`config.mk`:
```
export PLATFORM = sky130hd
export DESIGN_NAME = serial_add_sequencer
export DESIGN_NICKNAME = d
export VERILOG_FILES = /design/src/rtl/serial_add_pkg.sv /design/src/rtl/add4_slice.sv /design/src/rtl/serial_add_sequencer.sv
export SDC_FILE = /design/constraint.sdc
export NUM_CORES = 1
export LEC_CHECK = 0
export ABC_AREA = 1
export BUFFER_PORTS_ARGS = -buffer_cell sky130_fd_sc_hd__buf_2
export CORE_AREA = 2 2 94 96
export CTS_BUF_LIST = sky130_fd_sc_hd__clkbuf_8 sky130_fd_sc_hd__clkbuf_16
export DETAILED_ROUTE_END_ITERATION = 12
export DIE_AREA = 0 0 96 98
export PLACE_DENSITY = 0.85
export SYNTH_ARGS = -nofsm -noshare
export SYNTH_HDL_FRONTEND = slang
export SYNTH_SLANG_ARGS = --single-unit
export TNS_END_PERCENT = 100
```
`constraint.sdc`:
```
create_clock -name clk -period 7.3 [get_ports clk]
set_clock_uncertainty 0.05 [all_clocks]
set_input_delay 0.73 -clock clk [delete_from_list [all_inputs] [get_ports clk]]
set_output_delay 0.73 -clock clk [all_outputs]
set_load 0.02 [all_outputs]
```
`src/rtl/serial_add_pkg.sv`:
```
// Shared sizing constants and FSM state encoding for the nibble-serial adder.
package serial_add_pkg;

   localparam int WIDTH   = 32;
   localparam int SLICE   = 4;
   localparam int NIBBLES = WIDTH / SLICE;
   localparam int IDX_W   = $clog2(NIBBLES);

   typedef enum logic [1:0] {
      ST_IDLE = 2'd0,
      ST_RUN  = 2'd1,
      ST_DONE = 2'd2
   } state_t;

endpackage

```
`src/rtl/add4_slice.sv`:
```
// Stateless SLICE-bit ripple adder; the only arithmetic element in the datapath.
module add4_slice
   import serial_add_pkg::*;
(
   input  logic [SLICE-1:0] a,
   input  logic [SLICE-1:0] b,
   input  logic             ci,
   output logic [SLICE-1:0] s,
   output logic             co
);

   assign {co, s} = {1'b0, a} + {1'b0, b} + {{SLICE{1'b0}}, ci};

endmodule

```
`src/rtl/serial_add_sequencer.sv`:
```
// 32-bit add/subtract computed one nibble per cycle through a single shared slice.
module serial_add_sequencer
   import serial_add_pkg::*;
(
   input  logic             clk,
   input  logic             rst,
   input  logic             start,
   input  logic             m,
   input  logic [WIDTH-1:0] a,
   input  logic [WIDTH-1:0] b,
   input  logic             cin,
   output logic             busy,
   output logic             done,
   output logic [WIDTH-1:0] sum,
   output logic             cout,
   output logic             ovf
);

   state_t           state_reg;
   logic [IDX_W-1:0] idx_reg;
   logic             carry_reg;
   logic [WIDTH-1:0] a_reg;
   logic [WIDTH-1:0] bp_reg;     // b already conditioned for the mode (b or ~b)
   logic [WIDTH-1:0] sum_reg;
   logic             cout_reg;
   logic             ovf_reg;
   logic             busy_reg;
   logic             done_reg;

   logic [SLICE-1:0] a_nib  [NIBBLES];
   logic [SLICE-1:0] bp_nib [NIBBLES];
   logic [WIDTH-1:0] sum_next;
   logic [SLICE-1:0] slice_s;
   logic             slice_co;
   logic             last_nib;

   // Split operands into nibbles and merge the slice result into the active nibble.
   for (genvar gi = 0; gi < NIBBLES; gi++) begin : g_nib
      assign a_nib[gi]  = a_reg[gi*SLICE +: SLICE];
      assign bp_nib[gi] = bp_reg[gi*SLICE +: SLICE];
      assign sum_next[gi*SLICE +: SLICE] =
         (idx_reg == IDX_W'(gi)) ? slice_s : sum_reg[gi*SLICE +: SLICE];
   end

   add4_slice u_slice (
      .a  (a_nib[idx_reg]),
      .b  (bp_nib[idx_reg]),
      .ci (carry_reg),
      .s  (slice_s),
      .co (slice_co)
   );

   assign last_nib = (idx_reg == IDX_W'(NIBBLES - 1));

   always_ff @(posedge clk) begin
      if (rst) begin
         state_reg <= ST_IDLE;
         idx_reg   <= '0;
         carry_reg <= 1'b0;
         a_reg     <= '0;
         bp_reg    <= '0;
         sum_reg   <= '0;
         cout_reg  <= 1'b0;
         ovf_reg   <= 1'b0;
         busy_reg  <= 1'b0;
         done_reg  <= 1'b0;
      end else begin
         done_reg <= 1'b0;
         case (state_reg)
            ST_IDLE, ST_DONE: begin
               if (start) begin
                  a_reg     <= a;
                  bp_reg    <= m ? b : ~b;
                  carry_reg <= m ? cin : 1'b1;
                  idx_reg   <= '0;
                  busy_reg  <= 1'b1;
                  state_reg <= ST_RUN;
               end else begin
                  busy_reg  <= 1'b0;
                  state_reg <= ST_IDLE;
               end
            end
            ST_RUN: begin
               sum_reg   <= sum_next;
               carry_reg <= slice_co;
               idx_reg   <= idx_reg + 1'b1;
               if (last_nib) begin
                  cout_reg  <= slice_co;
                  ovf_reg   <= (a_reg[WIDTH-1] == bp_reg[WIDTH-1]) &&
                               (slice_s[SLICE-1] != a_reg[WIDTH-1]);
                  busy_reg  <= 1'b0;
                  done_reg  <= 1'b1;
                  state_reg <= ST_DONE;
               end
            end
            default: begin
               busy_reg  <= 1'b0;
               state_reg <= ST_IDLE;
            end
         endcase
      end
   end

   assign busy = busy_reg;
   assign done = done_reg;
   assign sum  = sum_reg;
   assign cout = cout_reg;
   assign ovf  = ovf_reg;

endmodule

```
== Word-level counts from Yosys, hierarchy flattened ==
Cells that the tools add are included.
Widths: inputs -> output; s select.
Operators by class
  add/subtract/negate cells: 3
  magnitude comparators: 1
  eq/ne operators: 13
  multiplexer cells: 19
  bitwise gates (word level): 3
  reductions and logical operators: 16
Operators by type and width (count)
  $mux 32: 1
  $not 32->32: 1
  $bmux 4 s3: 2
  $reduce_and 2->1: 10
  $mux 4: 4
  $eq 3x3->1 const B: 4
  $eq 3x2->1 const B: 2
  $mux 1: 6
  $pmux 3 s2: 1
  $add 4x4->5: 1
  $add 5x1->5: 1
  $ge 4x4->1 const B: 1
  $ne 2x2->1 const B: 2
  $not 3->4: 1
  $pmux 1 s2: 2
  $pmux 2 s2: 1
  $reduce_or 2->1: 2
  $add 3x1->3 const B: 1
  $eq 3x1->1 const B: 1
  $logic_not 3->1: 1
  $mux 3: 1
  $eq 2x1->1 const B: 1
  $eq 2x2->1 const B: 1
  $logic_not 2->1: 1
  6 further kinds: 6
Storage, ports and cells
  flip-flop bits (word level): 106
  bits of input ports: 69
  output and inout bits: 36
  logic and storage cells: 72

== Depth between registers and ports, before layout ==
Gate-level depths: netlist (run 1).
  word-level depth: 8
  gate-level depth with buffers: 15

== By module ==
From an unflattened synthesis (run 1), not the netlist that was laid out.
Unflattened totals
  cells, all modules: 713
  area total of the unflattened synthesis: 5009.8 sq um
By module, submodules not included
  serial_add_sequencer: times used 1, cells an instance 688, area an instance 4844.6 sq um
  add4_slice: times used 1, cells an instance 25, area an instance 165.2 sq um

== Worst setup path after synthesis (run 1) ==
OpenSTA, ideal clock, no wires.
  kind: flip-flop to flip-flop
  from: reg idx_reg[0]
  to: reg sum_reg[14], in the netlist sum[14]
  library setup time: 114 ps
  arrival time: 2307 ps
  setup slack: 4830 ps
  cell stages (with the launch flop): 13
  clock period less this slack: 2470 ps
  path through: dfxtp_1 > buf_4 > buf_4 > nor2_1 > o221ai_1 > o21ai_1 > fa_1 > fa_1 > xnor2_1 > inv_1 > nor2_1 > a21oi_1 > nor2_1
On the way
  cells in the longest elaborated chain, start to end: 6
  elaborated cells between the ends (all ways): 11
  those cells by class: add/sub (2); eq/ne (1); mux (6); bitwise (1); reduce/logical (1)
RTL lines
  start: declaration: RTL line serial_add_sequencer.sv:20  | logic [IDX_W-1:0] idx_reg;
  start signal: assignment: RTL line serial_add_sequencer.sv:86  | idx_reg <= idx_reg + 1'b1;
  $not 3->4 (not written as such): RTL line serial_add_sequencer.sv:46, serial_add_sequencer.sv:47
  $bmux 4 s3 (on tied branches): RTL line serial_add_sequencer.sv:46, serial_add_sequencer.sv:47
  $mux 4 (on tied branches) (2 in series): RTL line serial_add_sequencer.sv:46, serial_add_sequencer.sv:47
  $add 4x4->5: RTL line add4_slice.sv:12  | assign {co, s} = {1'b0, a} + {1'b0, b} + {{SLICE{1'b0}}, ci};
  $add 5x1->5: RTL line add4_slice.sv:12
  end signal: assignment: RTL line serial_add_sequencer.sv:84  | sum_reg <= sum_next;
  end: declaration: RTL line serial_add_sequencer.sv:24  | logic [WIDTH-1:0] sum_reg;
Parallel ways exist; a longest one is shown, timed or not. The select of a mux whose other input is x is not followed.
A chain may end at the register's enable or synchronous reset.

== Final worst setup path (run 1) ==
  from: reg idx_reg[1]
  to: reg sum_reg[14], in the netlist sum[14]
Same word-level chain as after synthesis.

==> results of run 1 <==
[synth_stat cells (all sizes together) (2+ instances only)]
library cell,n
clkbuf,13
o22ai,9
o21a,4
nand3,16
o21ai,134
fa,2
xor2,32
dfxtp,105
nand2,26
inv,39
a21oi,69
nor3,6
buf,27
o211ai,6
ha,9
nor2,99
[kinds of logic (layout without fill, tap and decap cells)]
kind of cell | Yosys count | after routing | share of synthesized area, %
DFF | 105 | 105 | 44.6
buffers and inverters | 79 | 160 | 7.32
xor gates and xnor gates | 33 | 33 | 6.13
adders and majority gates | 11 | 11 | 3.24
AOI/OAI and AO/OA | 223 | 223 | 24.6
and+or+nand+nor | 147 | 147 | 14.1
[where the power goes]
group / switching (mW) / internal (mW)
clock network: 0.193 / 0.156
logic: 0.151 / 0.0833
registers: 0.0221 / 0.610
[per-stage QoR]
stage | setup WS (ns) | instance area (um^2)
2_1_floorplan | 4.83 | 4710
3_3_place_gp | 4.12 | 5190
3_5_place_dp | 4.01 | 5190
4_1_cts | 3.97 | 5380
5_1_grt | 3.59 | 5380
6_report | 3.93 | 5380
[per-layer routing]
layer / vias to the layer above / share of wire, % / track usage, % / routed length (um)
met5: - / 0 / 0 / 0
met3: 12 / 5.5 / 5.02 / 583
met2: 122 / 48 / 37.4 / 5050
met1: 1878 / 46 / 31.3 / 4880
met4: 0 / 0.98 / 6.26 / 104
li1: 2162 / - / - / -
[final cells by class]
| class | count | area [um^2] |
|---|---|---|
| Fill cell | 766 | 3090 |
| Multi-Input combinational cell | 414 | 2270 |
| Sequential cell | 105 | 2100 |
| Timing Repair Buffer | 106 | 536 |
| Inverter | 39 | 151 |
| Tap cell | 108 | 135 |
| Clock buffer | 9 | 124 |
| Clock inverter | 6 | 61.3 |
[worst max-delay path, cell delays in order (launching register included)]
cell,delay [ns]
dfxtp_1,0.87
inv_1,0.41
a21oi_1,0.22
o21ai_1,0.09
nand3_1,0.10
o21ai_1,0.09
fa_1,0.45
fa_1,0.41
xnor2_1,0.14
inv_1,0.20
nor2_1,0.07
a21oi_1,0.12
nor2_1,0.05
[worst min-delay path by stage]
stage / start / endpoint / slack (ns) / depth (start not counted)
floorplan: a_reg[10] / a_reg[10] / 0.40 / 2
global route: a_reg[7] / a_reg[7] / 0.47 / 2
CTS: a_reg[25] / a_reg[25] / 0.44 / 2
detailed placement: a_reg[25] / a_reg[25] / 0.42 / 2
finish: a_reg[25] / a_reg[25] / 0.44 / 2
global placement: a_reg[25] / a_reg[25] / 0.41 / 2
==> flow_metrics.env, run 1 <==
export IMPL_power_total_mw=1.22
export IMPL_ant_nets=0
export IMPL_dp_cells=772
export IMPL_period_share_pct=46.2
export IMPL_whs_ns=0.438
export IMPL_core_area_um2=8470
export IMPL_reg2reg_from="idx_reg[1]"
export IMPL_ios=105
export IMPL_tightestPinTransition_ns=1.30
export IMPL_rsz0062_at_grt="no"
export IMPL_ir_drop_uv=112
export IMPL_worst_slew_margin_rel_pct=13.5
export IMPL_synth_edff_count=0
export IMPL_routabilityCongestion=0.776
export IMPL_cp_endpoint="sum[14]"
export IMPL_ys_ff_latch=105
export IMPL_cp_end_kind="flip-flop"
export IMPL_grt_remaining_overflow=0
export IMPL_crit_start="idx_reg[1]"
export IMPL_port_buffer_count=104
export IMPL_drv_cap=0
export IMPL_tns_ns=0
export IMPL_final_core_util_pct=63.5
export IMPL_drc=0
export IMPL_async_reset_ff_share_pct=0
export IMPL_hold_buffers=0
export IMPL_crit_type="flip-flop to flip-flop"
export IMPL_clk_pin_slew_ns=0.09
export IMPL_rr_worst_depth=12
export IMPL_worst_skew_pair_late_latency_ns=0.37
export IMPL_synth_distinct_cells=27
export IMPL_grtUsageTotal_pct=23.2
export IMPL_finalCriticalPeriod_ns=3.37
export IMPL_detail_route_wl_per_cell_um=13.5
export IMPL_die_area_um2=9410
export IMPL_via_per_inst=5.30
export IMPL_h_tree_depth=3
export IMPL_syn_inst=598
export IMPL_final_cell_mix="dfxtp_1 (105), buf_2 (104), nor2_1 (98)"
export IMPL_first_pass_iters=4
export IMPL_area_growth_pct=14.0
export IMPL_setup_viol=0
export IMPL_antenna_found_initial=0
export IMPL_die_width_um=96
export IMPL_reg2reg_slack_ns=3.93
export IMPL_nets=755
export IMPL_cts_buffers=9
export IMPL_vias=4174
export IMPL_slew_viol_final=0
export IMPL_drive_above_1_share_pct=20.5
export IMPL_start_kind="flip-flop"
export IMPL_cts_root_buf="clkbuf_8"
export IMPL_synth_top_area_share_pct=44.6
export IMPL_clock_sinks=105
export IMPL_leakagePower_nw=2.49
export IMPL_synth_top_cells_by_area="dfxtp_1 (45%), o21ai_0 (10%), nor2_1 (7.8%), a21oi_1 (7.2%), xor2_1 (5.9%)"
export IMPL_yosys_warnings=0
export IMPL_worst_ep_required_time_ns=7.52
export IMPL_final_hold_viol_count=0
export IMPL_synth_area_leader_cell="dfxtp_1"
export IMPL_grt_first_pass_wirelength_um=17700
export IMPL_clock_path_buffers=2
export IMPL_p_per_area_nw_per_um2=226
export IMPL_first_iter_violations=234
export IMPL_antenna_cells=0
export IMPL_grt_max_degree=100
export IMPL_max_clock_freq_ghz=0.297
export IMPL_grt_pass1_vias=3872
export IMPL_syn_nets=678
export IMPL_post_cts_setup_buffers=0
export IMPL_rows=34
export IMPL_cp_max_fo=25
export IMPL_yosys_most_used_dff="dfxtp_1"
export IMPL_reg2reg_to="sum[14]"
export IMPL_hp_class="flip-flop to flip-flop"
export IMPL_critPathArrivalTime_ns=3.59
export IMPL_postSynthAreaPerCell_um2=7.88
export IMPL_die_h_um=98
export IMPL_wirelength_um=10600
export IMPL_start_util_pct=55.7
export IMPL_ys_seq_area_share_pct=44.6
export IMPL_cts_tree="yes"
export IMPL_fin_cells=787
export IMPL_final_common_cell="dfxtp_1"
export IMPL_synth_area_um2=4710
export IMPL_cts_resized=0
export IMPL_dp_hpwl_um=7350
export IMPL_outcome="completed"
No activity file was read; power rests on OpenSTA's default activity.
==> run 2, diff against run 1 <==
- ABC_AREA: 1 -> 0
- CORE_AREA: 2 2 94 96 -> 2 2 97 99
- DIE_AREA: 0 0 96 98 -> 0 0 99 101
- PLACE_DENSITY: 0.85 -> 0.81
- clock period: 7.3 -> 3.3 ns (I/O delays scaled with it)
==> flow_metrics.env, run 2 <==
export IMPL_rsz0062_at_grt="no"
export IMPL_fillers=775
export IMPL_synth_distinct_cells=35
export IMPL_cp_end_kind="flip-flop"
export IMPL_yosysMostFrequentCell="nand2_1"
export IMPL_synth_edff_count=0
export IMPL_area_growth_pct=16.4
export IMPL_yosys_warnings=0
export IMPL_async_reset_ff_share_pct=0
export IMPL_synth_top_area_share_pct=44.8
export IMPL_final_common_cell="nand2_1"
export IMPL_critPathSlowestCell="dfxtp_1"
export IMPL_core_area_um2=8980
export IMPL_worst_skew_pair_late_latency_ns=0.36
export IMPL_worstPathCellList="mux4_2, nand2_1, and2_1, inv_1, ha_1, nand3b_1, and3b_1, or4_1, a311oi_1"
export IMPL_syn_inst=544
export IMPL_start_kind="flip-flop"
export IMPL_critPathTopFamily="simple AND/OR/NAND/NOR gates"
export IMPL_max_clock_freq_ghz=0.327
export IMPL_detail_route_wl_per_cell_um=14.0
export IMPL_postSynthAreaPerCell_um2=8.63
export IMPL_tightestPinTransition_ns=0.865
export IMPL_grt_remaining_overflow=0
export IMPL_hp_class="input pin to flip-flop"
export IMPL_clock_path_buffers=2
export IMPL_p_per_area_nw_per_um2=457
export IMPL_final_core_util_pct=60.8
export IMPL_synth_top_cells_by_area="dfxtp_1 (45%), nand2_1 (13%), a21oi_1 (7.9%), mux4_2 (7.7%), xnor2_1 (6.2%)"
export IMPL_nets=708
export IMPL_via_per_inst=5.36
export IMPL_grt_pass1_vias=3754
export IMPL_outcome="completed"
export IMPL_port_buffer_count=104
export IMPL_synth_area_um2=4690
export IMPL_ant_nets=0
export IMPL_ys_ff_latch=105
export IMPL_reg2reg_slack_ns=0.24
export IMPL_grtUsageTotal_pct=21.4
export IMPL_synth_area_leader_cell="dfxtp_1"
export IMPL_drv_cap=0
export IMPL_critPathArrivalTime_ns=3.29
export IMPL_vias=3986
export IMPL_drive_above_1_share_pct=24.3
export IMPL_power_total_mw=2.50
export IMPL_routabilityCongestion=0.851
export IMPL_cts_tree="yes"
export IMPL_cts_root_buf="clkbuf_8"
export IMPL_grt_first_pass_wirelength_um=17200
export IMPL_ys_seq_area_share_pct=44.8
export IMPL_final_hold_viol_count=0
export IMPL_setup_viol=0
export IMPL_leakagePower_nw=2.21
export IMPL_die_width_um=99
export IMPL_die_area_um2=10000
export IMPL_grt_max_degree=61
export IMPL_dp_hpwl_um=7780
export IMPL_clock_sinks=105
export IMPL_tns_ns=0
export IMPL_cts_buffers=9
export IMPL_wirelength_um=10400
export IMPL_worst_ep_required_time_ns=3.53
export IMPL_first_iter_violations=164
export IMPL_antenna_cells=0
export IMPL_cts_resized=0
export IMPL_crit_type="flip-flop to flip-flop"
export IMPL_slew_viol_final=0
export IMPL_worst_slew_margin_rel_pct=42.3
export IMPL_finalCriticalPeriod_ns=3.06
export IMPL_crit_buf_inv=1
export IMPL_slowest_delay_ns=0.86
export IMPL_syn_nets=624
export IMPL_clk_pin_slew_ns=0.10
export IMPL_dp_cells=728
export IMPL_final_cell_mix="nand2_1 (160), dfxtp_1 (105), buf_2 (103)"
export IMPL_whs_ns=0.142
export IMPL_post_cts_setup_buffers=0
export IMPL_ios=105
export IMPL_antenna_found_initial=0
export IMPL_synth_common_cells="nand2_1 (160), dfxtp_1 (105), a21oi_1 (74), xnor2_1 (33), nor2_1 (30)"
export IMPL_ir_drop_uv=280
export IMPL_h_tree_depth=3
export IMPL_die_h_um=101
export IMPL_start_util_pct=52.3
export IMPL_cp_max_fo=20
export IMPL_first_pass_iters=6
export IMPL_yosys_most_used_dff="dfxtp_1"
export IMPL_rows=35
export IMPL_drc=0
export IMPL_hold_buffers=0
export IMPL_period_share_pct=92.7
export IMPL_fin_cells=744
run 2: cell count changes after synthesis, moves of 9 or more:
cell	before	now
o22ai_1	9	0
xnor2_1	1	33
inv_1	29	7
mux4_2	0	16
a211oi_1	0	16
o21ai_1	38	0
nand2_1	25	160
buf_2	20	7
o21ai_0	96	7
xor2_1	32	0
nand3_1	16	0
nor2_1	98	30
run 2: worst min-delay path, cell delays in order:
cell	delay, ns
buf_2	0.09
nand2_1	0.05
a21oi_1	0.05
run 2: through the flow:
stage               area, um^2  setup WS [ns]
floorplan                 4690          0.281
global placement          5270          0.400
detailed placement        5270          0.294
CTS                       5460          0.255
global route              5460         0.0723
finish                    5460          0.241
run 2: cell type report:
type	count	area, um^2	share of cell area (%)
inverter	8	30.0	0.550
clock inverter	6	48.8	0.894
clock buffer	10	138	2.52
timing repair buffer	112	596	10.9
tap	111	139	2.54
multi-input combinational	392	2410	44.1
sequential	105	2100	38.5
run 2: final timing paths:
kind,from,endpoint,cells after the start
hold reg to reg,bp_reg[22],bp_reg[22],2
hold / removal,a[24],a_reg[24],3
setup / recovery,idx_reg[1],ovf,9
setup reg to reg,idx_reg[1],ovf,9
run 2: cells by family (layout without fill, tap and decap cells):
group                      Yosys count  in the layout  synth area share, %
xor gates and xnor gates            33             33                 6.16
DFF                                105            105                 44.8
AOI/OAI and AO/OA                  103            103                 12.2
muxes                               24             24                 9.39
buffers and inverters               47            136                 4.11
adders and majority gates           11             11                 3.25
and+or+nand+nor                    221            221                 20.1
run 2: power breakdown:
part / switching (mW) / leakage (nW) / internal (mW) / total, mW
Sequential: 0.0422 / 0.857 / 1.33 / 1.37
Combinational: 0.216 / 1.26 / 0.168 / 0.384
Clock: 0.439 / 0.0976 / 0.305 / 0.743
run 2: routing by layer:
layer	routed length [um]	GRT usage [%]	vias to the layer above
li1	-	-	1982
met2	4980	35.6	134
met5	0	0	-
met3	681	4.30	23
met4	221	8.43	0
met1	4520	27.5	1847
==> run 3, diff against run 2 <==
- GPL_TIMING_DRIVEN: unset -> 0
==> flow_metrics.env, run 3 (synthesized netlist as in run 2, its figures left out) <==
export IMPL_final_hold_viol_count=0
export IMPL_worstPathCellList="clkbuf_2, clkbuf_4, mux4_2, nand2_1, nand2_1, ha_1, nand3b_1, and3b_1, buf_6, or4_1, a311oi_1"
export IMPL_first_pass_iters=4
export IMPL_detail_route_wl_per_cell_um=14.4
export IMPL_critPathArrivalTime_ns=3.35
export IMPL_drv_cap=0
export IMPL_ios=105
export IMPL_whs_ns=0.146
export IMPL_clk_pin_slew_ns=0.10
export IMPL_start_kind="flip-flop"
export IMPL_start_util_pct=52.3
export IMPL_grt_remaining_overflow=0
export IMPL_nets=738
export IMPL_area_growth_pct=18.8
export IMPL_seq_area_um2=2100
export IMPL_final_cell_mix="nand2_1 (160), buf_2 (108), dfxtp_1 (105)"
export IMPL_worst_path_most_repeated_cell="nand2_1"
export IMPL_max_clock_freq_ghz=0.320
export IMPL_hold_buffers=0
export IMPL_fin_cells=774
export IMPL_post_cts_setup_buffers=0
export IMPL_p_per_area_nw_per_um2=461
export IMPL_outcome="completed"
export IMPL_grtUsageTotal_pct=23.1
export IMPL_cts_tree="yes"
export IMPL_h_tree_depth=3
export IMPL_worst_slew_margin_rel_pct=64.1
export IMPL_cts_root_buf="clkbuf_8"
export IMPL_worst_skew_pair_late_latency_ns=0.36
export IMPL_rsz0062_at_grt="no"
export IMPL_multi_input_area_um2=2410
export IMPL_wirelength_um=11100
export IMPL_leakagePower_nw=2.26
export IMPL_final_common_cell="nand2_1"
export IMPL_ant_nets=0
export IMPL_crit_type="flip-flop to flip-flop"
export IMPL_drive_above_1_share_pct=23.4
export IMPL_cp_max_fo=10
export IMPL_antenna_found_initial=0
export IMPL_grt_first_pass_wirelength_um=18400
export IMPL_slowest_delay_ns=0.40
export IMPL_cts_buffers=9
export IMPL_drc=0
export IMPL_antenna_cells=0
export IMPL_fillers=754
export IMPL_core_area_um2=8980
export IMPL_setup_viol=0
export IMPL_via_per_inst=5.26
export IMPL_ir_drop_uv=243
export IMPL_hp_class="input pin to flip-flop"
export IMPL_clock_path_buffers=2
export IMPL_die_h_um=101
export IMPL_die_area_um2=10000
export IMPL_finalCriticalPeriod_ns=3.13
export IMPL_port_buffer_count=103
export IMPL_clock_sinks=105
export IMPL_tightestPinTransition_ns=0.539
export IMPL_grt_max_degree=17
export IMPL_routabilityCongestion=0.928
export IMPL_crit_buf_inv=3
export IMPL_dp_hpwl_um=8480
export IMPL_rows=35
export IMPL_die_width_um=99
export IMPL_critPathTopFamily="simple AND/OR/NAND/NOR gates"
export IMPL_vias=4071
export IMPL_first_iter_violations=149
export IMPL_cp_end_kind="flip-flop"
export IMPL_period_share_pct=94.8
export IMPL_grt_pass1_vias=3995
export IMPL_place_worst_setup_slack_ns=-0.501
export IMPL_worst_ep_required_time_ns=3.53
export IMPL_critPathSlowestCell="or4_1"
export IMPL_final_core_util_pct=62.1
export IMPL_dp_cells=758
export IMPL_slew_viol_final=0
export IMPL_setup_slack_ns=0.170
-- run 3: cell types whose count changed in the layout (fill, tap and decap cells not counted), moves of 2 or more --
cell	previous run	this run
inv_6	3	1
clkinv_4	2	0
clkinv_2	1	3
clkbuf_1	0	19
buf_6	0	3
buf_1	0	10
buf_2	103	108
buf_4	8	0
-- run 3: report_power, final --
part | switching (mW) | internal, mW
sequential | 0.0341 | 1.33
clock | 0.428 | 0.368
combinational | 0.237 | 0.174
-- run 3: what timing repair did --
action                                  CTS  global route
endpoints found under the hold margin     0             0
gates resized for setup                   6             4
endpoints found under the setup margin   27             1
-- run 3: final cells by class --
cell class,instances,share of cell area (%)
Buffer,39,3.23
Clock buffer,10,2.47
Clock inverter,6,1.03
Inverter,8,0.539
Multi-Input combinational cell,392,43.3
Sequential cell,105,37.7
Tap cell,111,2.49
Timing Repair Buffer,103,9.25
-- run 3: worst paths after layout --
kind / startpoint / end / slack, ns / cells after the start
setup reg to reg: idx_reg[1] / ovf / 0.17 / 11
setup / recovery: idx_reg[1] / ovf / 0.17 / 11
hold reg to reg: bp_reg[14] / bp_reg[14] / 0.40 / 2
hold / removal: a[24] / a_reg[24] / 0.15 / 3
-- run 3: metrics by stage --
step / instance area [um^2] / TNS [ns] / total power [mW]
2_1_floorplan: 4690 / 0 / 1.66
3_3_place_gp: 5350 / -5.42 / 1.77
3_5_place_dp: 5350 / -8.03 / 1.79
4_1_cts: 5560 / 0 / 2.57
5_1_grt: 5570 / 0 / 2.67
6_report: 5570 / 0 / 2.57
-- run 3: per-layer routing --
layer / up-vias / track usage, % / routed length [um]
li1: 2043 / - / -
met1: 1875 / 29.3 / 4910
met2: 134 / 39.3 / 5440
met3: 19 / 4.09 / 610
met4: 0 / 9.38 / 171
met5: - / 0 / 0
-- run 3: worst reg2reg max path: stages, from the launching register on --
cell      delay (ns)
dfxtp_1         0.39
clkbuf_2        0.30
clkbuf_4        0.31
mux4_2          0.33
nand2_1         0.08
nand2_1         0.07
ha_1            0.38
nand3b_1        0.15
and3b_1         0.20
buf_6           0.14
or4_1           0.40
a311oi_1        0.25
